[config.mk]
export PLATFORM = sky130hd
export DESIGN_NAME = stage_sequencer
export DESIGN_NICKNAME = d
export VERILOG_FILES = /design/src/rtl/stage_sequencer_pkg.sv /design/src/rtl/stage_sequencer_inst_fifo.sv /design/src/rtl/stage_sequencer.sv
export SDC_FILE = /design/constraint.sdc
export NUM_CORES = 1
export LEC_CHECK = 0
export BUFFER_PORTS_ARGS = -buffer_cell sky130_fd_sc_hd__buf_2
export CORE_MARGIN = 2
export CORE_UTILIZATION = 55
export DETAILED_ROUTE_END_ITERATION = 16
export HOLD_SLACK_MARGIN = 0.08
export PLACE_DENSITY = 0.77
export SYNTH_ARGS = -nofsm -noshare
export SYNTH_HDL_FRONTEND = slang
export SYNTH_HIERARCHICAL = 1
export SYNTH_SLANG_ARGS = --single-unit
export TNS_END_PERCENT = 30
[constraint.sdc]
create_clock -name clk -period 4.6 [get_ports clk]
set_input_delay 0.69 -clock clk [delete_from_list [all_inputs] [get_ports clk]]
set_output_delay 0.69 -clock clk [all_outputs]
set_load 0.01 [all_outputs]
[src/rtl/stage_sequencer_pkg.sv]
// Shared decode definitions for the stage sequencer: field positions,
// the call condition code, instruction classes and stage-count encoding.
package stage_sequencer_pkg;

  // Instruction field positions (16-bit instruction word).
  localparam int OPC_HI  = 15;
  localparam int OPC_LO  = 12;
  localparam int CC_HI   = 11;
  localparam int CC_LO   = 8;
  localparam int CSRC_HI = 15;
  localparam int CSRC_LO = 6;
  localparam int MODE_HI = 5;
  localparam int MODE_LO = 2;
  localparam int IMM_BIT = 0;

  // Field encodings.
  localparam logic [3:0] OPC_BRANCH       = 4'h0;
  localparam logic [3:0] CC_CALL          = 4'hF;
  localparam logic [9:0] CALL_SRC_PATTERN = 10'b0010000001;
  localparam logic [3:0] MODE_IMM         = 4'h0;

  // Stage-count encoding per instruction class.
  localparam int unsigned STAGES_SINGLE = 1;
  localparam int unsigned STAGES_CALL   = 2;

  typedef enum logic [1:0] {
    CLS_PLAIN       = 2'd0,
    CLS_CALL_BRANCH = 2'd1,
    CLS_CALL_SRC    = 2'd2
  } inst_class_e;

  function automatic logic is_branch(input logic [15:0] inst);
    return inst[OPC_HI:OPC_LO] == OPC_BRANCH;
  endfunction

  function automatic inst_class_e classify(input logic [15:0] inst);
    if (is_branch(inst) && inst[CC_HI:CC_LO] == CC_CALL)
      return CLS_CALL_BRANCH;
    else if (inst[CSRC_HI:CSRC_LO] == CALL_SRC_PATTERN)
      return CLS_CALL_SRC;
    else
      return CLS_PLAIN;
  endfunction

  function automatic int unsigned raw_stages(input inst_class_e cls);
    case (cls)
      CLS_CALL_BRANCH,
      CLS_CALL_SRC:    return STAGES_CALL;
      default:         return STAGES_SINGLE;
    endcase
  endfunction

  // An immediate operand (imm16 or [imm16]) occupies an extra word after the opcode.
  function automatic logic [1:0] plus_pc_words(input logic [15:0] inst);
    if (!is_branch(inst) && inst[MODE_HI:MODE_LO] == MODE_IMM && inst[IMM_BIT])
      return 2'd2;
    else
      return 2'd1;
  endfunction

endpackage

[src/rtl/stage_sequencer_inst_fifo.sv]
// Instruction buffer: circular FIFO with power-of-two depth, occupancy
// count and a synchronous flush that empties it on the next edge.
module inst_fifo #(
  parameter int DEPTH = 4,
  parameter int WIDTH = 16
) (
  input  logic                       clk,
  input  logic                       reset_n,
  input  logic                       push,
  input  logic                       pop,
  input  logic                       flush,
  input  logic [WIDTH-1:0]           wdata,
  output logic [WIDTH-1:0]           rdata,
  output logic [$clog2(DEPTH):0]     count
);

  localparam int PW = $clog2(DEPTH);
  localparam int CW = PW + 1;
  localparam logic [PW-1:0] PTR_ONE = PW'(1);
  localparam logic [CW-1:0] CNT_ONE = CW'(1);

  logic [WIDTH-1:0] mem [DEPTH];
  logic [PW-1:0]    wr_ptr;
  logic [PW-1:0]    rd_ptr;
  logic [CW-1:0]    count_q;

  // Storage write on accepted push.
  // NOTE: the data array has no reset; occupancy is tracked by count/pointers,
  // so stale contents are never observed and the array can map to plain RAM.
  always_ff @(posedge clk) begin
    if (push)
      mem[wr_ptr] <= wdata;
  end

  // Pointer and occupancy update; power-of-two depth lets pointers wrap naturally.
  // NOTE: sequential state uses non-blocking assignments so every register
  // samples pre-edge values regardless of statement order.
  always_ff @(posedge clk or negedge reset_n) begin
    if (!reset_n) begin
      wr_ptr  <= '0;
      rd_ptr  <= '0;
      count_q <= '0;
    end else if (flush) begin
      wr_ptr  <= '0;
      rd_ptr  <= '0;
      count_q <= '0;
    end else begin
      if (push)
        wr_ptr <= wr_ptr + PTR_ONE;
      if (pop)
        rd_ptr <= rd_ptr + PTR_ONE;
      case ({push, pop})
        2'b10:   count_q <= count_q + CNT_ONE;
        2'b01:   count_q <= count_q - CNT_ONE;
        default: count_q <= count_q;
      endcase
    end
  end

  assign rdata = mem[rd_ptr];
  assign count = count_q;

endmodule

[src/rtl/stage_sequencer.sv]
// Stage sequencer: buffers prefetched instructions and presents the head
// instruction to the scheduler one decode stage at a time, retiring it
// after its last stage. Flush discards everything buffered.
module stage_sequencer
  import stage_sequencer_pkg::*;
#(
  parameter int DEPTH      = 4,
  parameter int MAX_STAGES = 4,
  parameter int INST_BITS  = 16
) (
  input  logic                          clk,
  input  logic                          reset_n,
  input  logic                          in_valid,
  input  logic [INST_BITS-1:0]          in_inst,
  output logic                          in_ready,
  input  logic                          flush,
  output logic                          uop_valid,
  output logic [INST_BITS-1:0]          uop_inst,
  output logic [$clog2(MAX_STAGES)-1:0] uop_stage,
  output logic                          uop_pre,
  output logic [1:0]                    uop_plus_pc_words,
  input  logic                          uop_done,
  output logic                          inst_done,
  output logic [$clog2(DEPTH):0]        count
);

  localparam int SW = $clog2(MAX_STAGES);
  localparam int NW = SW + 1;
  localparam int CW = $clog2(DEPTH) + 1;
  localparam logic [CW-1:0] DEPTH_C   = CW'(DEPTH);
  localparam logic [SW-1:0] STAGE_ONE = SW'(1);
  localparam logic [NW-1:0] N_ONE     = NW'(1);

  logic [INST_BITS-1:0] head_inst;
  logic [CW-1:0]        fifo_count;
  logic [SW-1:0]        stage_q;
  logic [NW-1:0]        n_stages;
  logic                 stage_is_last;
  logic                 done_fire;
  logic                 last_fire;
  logic                 push;

  inst_fifo #(
    .DEPTH (DEPTH),
    .WIDTH (INST_BITS)
  ) u_inst_fifo (
    .clk     (clk),
    .reset_n (reset_n),
    .push    (push),
    .pop     (last_fire),
    .flush   (flush),
    .wdata   (in_inst),
    .rdata   (head_inst),
    .count   (fifo_count)
  );

  // Stage count of the head instruction, clamped to the configured maximum.
  // NOTE: every always_comb output gets a default first so no path can infer a latch.
  always_comb begin
    int unsigned raw;
    raw = raw_stages(classify(head_inst[15:0]));
    if (raw > MAX_STAGES)
      raw = MAX_STAGES;
    n_stages = NW'(raw);
  end

  assign in_ready      = fifo_count < DEPTH_C;
  assign push          = in_valid && in_ready && !flush;
  assign uop_valid     = fifo_count != '0;
  assign stage_is_last = {1'b0, stage_q} == (n_stages - N_ONE);
  assign done_fire     = uop_valid && uop_done;
  assign last_fire     = done_fire && stage_is_last;

  assign uop_inst          = head_inst;
  assign uop_stage         = stage_q;
  assign uop_pre           = uop_valid && !stage_is_last;
  assign uop_plus_pc_words = plus_pc_words(head_inst[15:0]);
  assign inst_done         = last_fire;
  assign count             = fifo_count;

  // Stage counter: advances on a non-last uop_done, returns to 0 on retire or flush.
  always_ff @(posedge clk or negedge reset_n) begin
    if (!reset_n)
      stage_q <= '0;
    else if (flush || last_fire)
      stage_q <= '0;
    else if (done_fire)
      stage_q <= stage_q + STAGE_ONE;
  end

endmodule
==> metrics.md <==
| Metric | Value |
|---|---|
| Ports placed on the boundary | `48` |
| Average detailed-routed wire length per instance | `17.61 um` |
| Area of the core | `5172 um^2` |
| Synthesis warning total | `6` |
| Max-Slew Margin vs Limit | `28.54%` |
| Clk network pwr share | `24.6%` |
| Via count normalized by instance count | `5.434` |
| Final slew viol count | `0` |
| R2R Path End | `u_inst_fifo/count[2]` |
| Yosys top cell by area | `edfxtp_1` |
| Syn Std Cell Area | `2968 um^2` |
| Synthesized Nets | `176` |
| Met2 WL post-DR | `2437 um` |
| Unrepaired setup endpoints after global routing | `false` |
| Setup slack at placement | `664.7 ps` |
| Final std cells w/o fill | `279` |
| Number of enable-type register cells in the synthesized netlist | `64` |
| Number of buffers between clock root and the deepest sink | `2` |
| Depth of the worst register-to-register path | `10` |
| Worst-case register-to-register setup slack | `690 ps` |
| Reg-to-reg critical path startpoint | `u_inst_fifo/rd_ptr[0]` |
| Via count of the first global-routing pass | `1598` |
| Hold Violations, Final | `0` |
| Dominant synthesized flop cell | `edfxtp_1` |
| Multiplexer area fraction after synthesis | `13.83%` |
| Number of standard-cell rows in the floorplan | `26` |
| Minimum clock period | `4116 ps` |
| Pin slew with the least headroom to its limit | `1070 ps` |
| Final worst-path cycle share | `89.48%` |
| Arrival time of the worst setup path | `3430 ps` |
| DRC errors left | `0` |
| Leakage power total | `0.001240 uW` |
| Clock transition time at the flip-flop clock pins of the worst setup and hold paths | `70 ps` |
| Post-DP HPWL | `3272 um` |
| Total power | `1615 uW` |
| Detailed router's first-iteration violation count | `86` |
| Count of different cell masters after synthesis | `31` |
| Clock latency reported for the late side of the worst-skew pair | `330 ps` |
| Metal3 WL | `316 um` |
| Max Clock Skew | `3.850 ps` |
| Sequential cell area fraction in the yosys report | `72.34%` |
| Antenna-violating nets left | `0` |
| I/O Buffers | `47` |
| First-pass DRT Iterations | `4` |
| Initial antenna violation count | `0` |
| Cell internal pwr | `1155 uW` |
| Fraction of registers with async set/reset | `12.33%` |
| Final setup TNS | `0 ps` |
| Adder-cell share of the synthesized area | `2.361%` |
| X dimension of the die | `77.46 um` |
| TritonCTS buffer count | `9` |
| Crit path setup slack, layout | `483.9 ps` |
| Fraction of final layout cells sized beyond drive strength 1 | `32.54%` |
| Seq cells post-synth | `73` |
| Count of endpoints failing setup in the final report | `0` |
| Global-route wire length before repair | `7741 um` |
| Post-CTS resize count | `0` |
| Main combinational cell family by area after synthesis | `multiplexers` |
| Part of the total power dissipated in combinational logic | `24.4%` |
| Post-synthesis average cell area | `19.79 um^2` |
| PD cells | `474.7 nW/um^2` |
| Number of cells produced by synthesis | `150` |
| Biggest fanout along the worst timing path | `14` |
| Clock sinks | `73` |
| Worst setup EP type | `primary output` |
| Routed metal-1 wirelength | `2037 um` |
| Top routing layer in use | `met4` |
| Area share of xor/xnor cells in the synthesized design | `1.771%` |
| Remaining Overflow, GRT | `0` |
| Outcome | `completed` |
| Worst min path class | `input port to asynchronous set/reset pin` |
| Share of total power in sequential cells | `51.0%` |
| Number of hold buffers added after cts | `0` |
| Die outline area | `6000 um^2` |
| Starting utilization of the core area | `57.38%` |
| Synth Area in Compound Gates | `1.476%` |
| Fraction of synthesized cell area taken by the top area cell type | `64.76%` |
| All-layer global routing usage | `17.89%` |
| Pin count of the biggest net entering global routing | `18` |
| Overall routed net length | `4914 um` |
| P_sw | `460.3 uW` |
| Switching power share of the total | `28.49%` |
| Simple-gate share of the synthesized area | `6.071%` |
| Final Net Count | `230` |
| Clock root buffer master | `clkbuf_8` |
| Area growth, synth to finish | `14.67%` |
| Final weighted congestion of routability-driven global placement | `0.7217` |
| H-tree depth reported by CTS | `3` |
| # Post-CTS Setup Buffers | `0` |
| Achievable clock frequency | `0.2430 GHz` |
| Startpoint Class | `flop` |
| Worst vdd ir | `363.4 uV` |
| Post-Place Cells | `263` |
| Count of maximum capacitance violations | `0` |
| Area contributors post-synth | `edfxtp_1 (65%), dfrtp_1 (7.6%), mux4_1 (7.1%)` |
| Die Y-Extent | `77.46 um` |
| Critical path class | `flop to primary output` |
| Count of antenna diodes in the layout | `0` |
| TritonCTS clock tree | `done` |
| Via count of the routed design | `1516` |
| Worst endpoint required time | `3910 ps` |
-- stage by stage --
step / area (um^2) / hold WS [ps] / util (%)
finish: 3403 / 196.2 / 65.80
CTS: 3403 / 189.4 / 65.80
global route: 3403 / 198.0 / 65.80
detailed placement: 3249 / 555.9 / 62.82
global placement: 3249 / 550.2 / 62.82
floorplan: 2968 / 394.4 / -
-- per-layer routing --
metal / vias up / track usage [%]
li1: 711 / -
met1: 738 / 21.10
met2: 56 / 30.17
met3: 11 / 3.372
met4: 0 / 11.61
met5: - / 0
-- cells in the mapped netlist, drive strengths merged (4+ instances only) --
cell	number
ha	4
nand2	4
nor2	8
dfrtp	9
buf	5
inv	4
and2	4
mux4	16
edfxtp	64
-- cell families (layout without fill, tap and decap cells) --
family,Yosys count,count (layout)
muxes,18,18
DFF,73,73
and+or+nand+nor,32,32
xor gates and xnor gates,6,6
adders and majority gates,5,5
buffers and inverters,9,68
AOI/OAI and AO/OA,7,7
-- flip-flops by register name (all words and copies together) (netlist names) --
register	cells
u_inst_fifo/count	3
u_inst_fifo/mem	64
uop_stage	2
u_inst_fifo/wr_ptr	2
u_inst_fifo/rd_ptr	2
-- power by group through the flow --
stage / clock [uW] / combinational, uW / sequential (uW)
2_1_floorplan: 0 / 311 / 804
3_3_place_gp: 0 / 387 / 834
3_5_place_dp: 0 / 397 / 839
4_1_cts: 407 / 399 / 825
5_1_grt: 435 / 425 / 833
6_report: 397 / 394 / 824
-- final cells by class --
class / instances / area [um^2]
Sequential cell: 73 / 2147
Fill cell: 354 / 1769
Multi-Input combinational cell: 68 / 757.0
Timing Repair Buffer: 48 / 242.7
Clock buffer: 11 / 131.4
Tap cell: 70 / 87.58
Clock inverter: 5 / 22.52
Inverter: 4 / 15.01
-- placed cells by master, fill, tap and decap left out, drive strengths merged, types with 2 or more instances in the layout --
cell,n
nor3b,3
or3,3
xor2,3
nand2,4
nor2,8
edfxtp,64
a21oi,3
nor2b,2
buf,48
clkinv,4
mux4,16
and2,4
ha,4
mux2i,2
inv,4
clkbuf,11
nor3,2
dfrtp,9
nand3,2
o21ai,2
xnor2,3
-- how the worst max path moves through the flow --
stage / slack, ps / cells past startpoint / from / endpoint
after floorplan: 1260 / 12 / u_inst_fifo/rd_ptr[0] / u_inst_fifo/count[1]
after global placement: 900 / 9 / u_inst_fifo/rd_ptr[0] / u_inst_fifo/count[1]
after detailed placement: 660 / 10 / u_inst_fifo/rd_ptr[0] / u_inst_fifo/count[2]
after CTS: 430 / 6 / u_inst_fifo/rd_ptr[0] / inst_done
after global routing: 180 / 6 / u_inst_fifo/rd_ptr[0] / inst_done
final: 480 / 6 / u_inst_fifo/rd_ptr[0] / inst_done
-- critical path: stages, from the launching register on --
cell and delay, ps:
dfrtp_1 870, mux4_1 660, or3_1 420, a21oi_2 210, xor2_1 130, nor3_1 550
buf_2 250
Note: power is estimated with default switching activity, not from simulation.
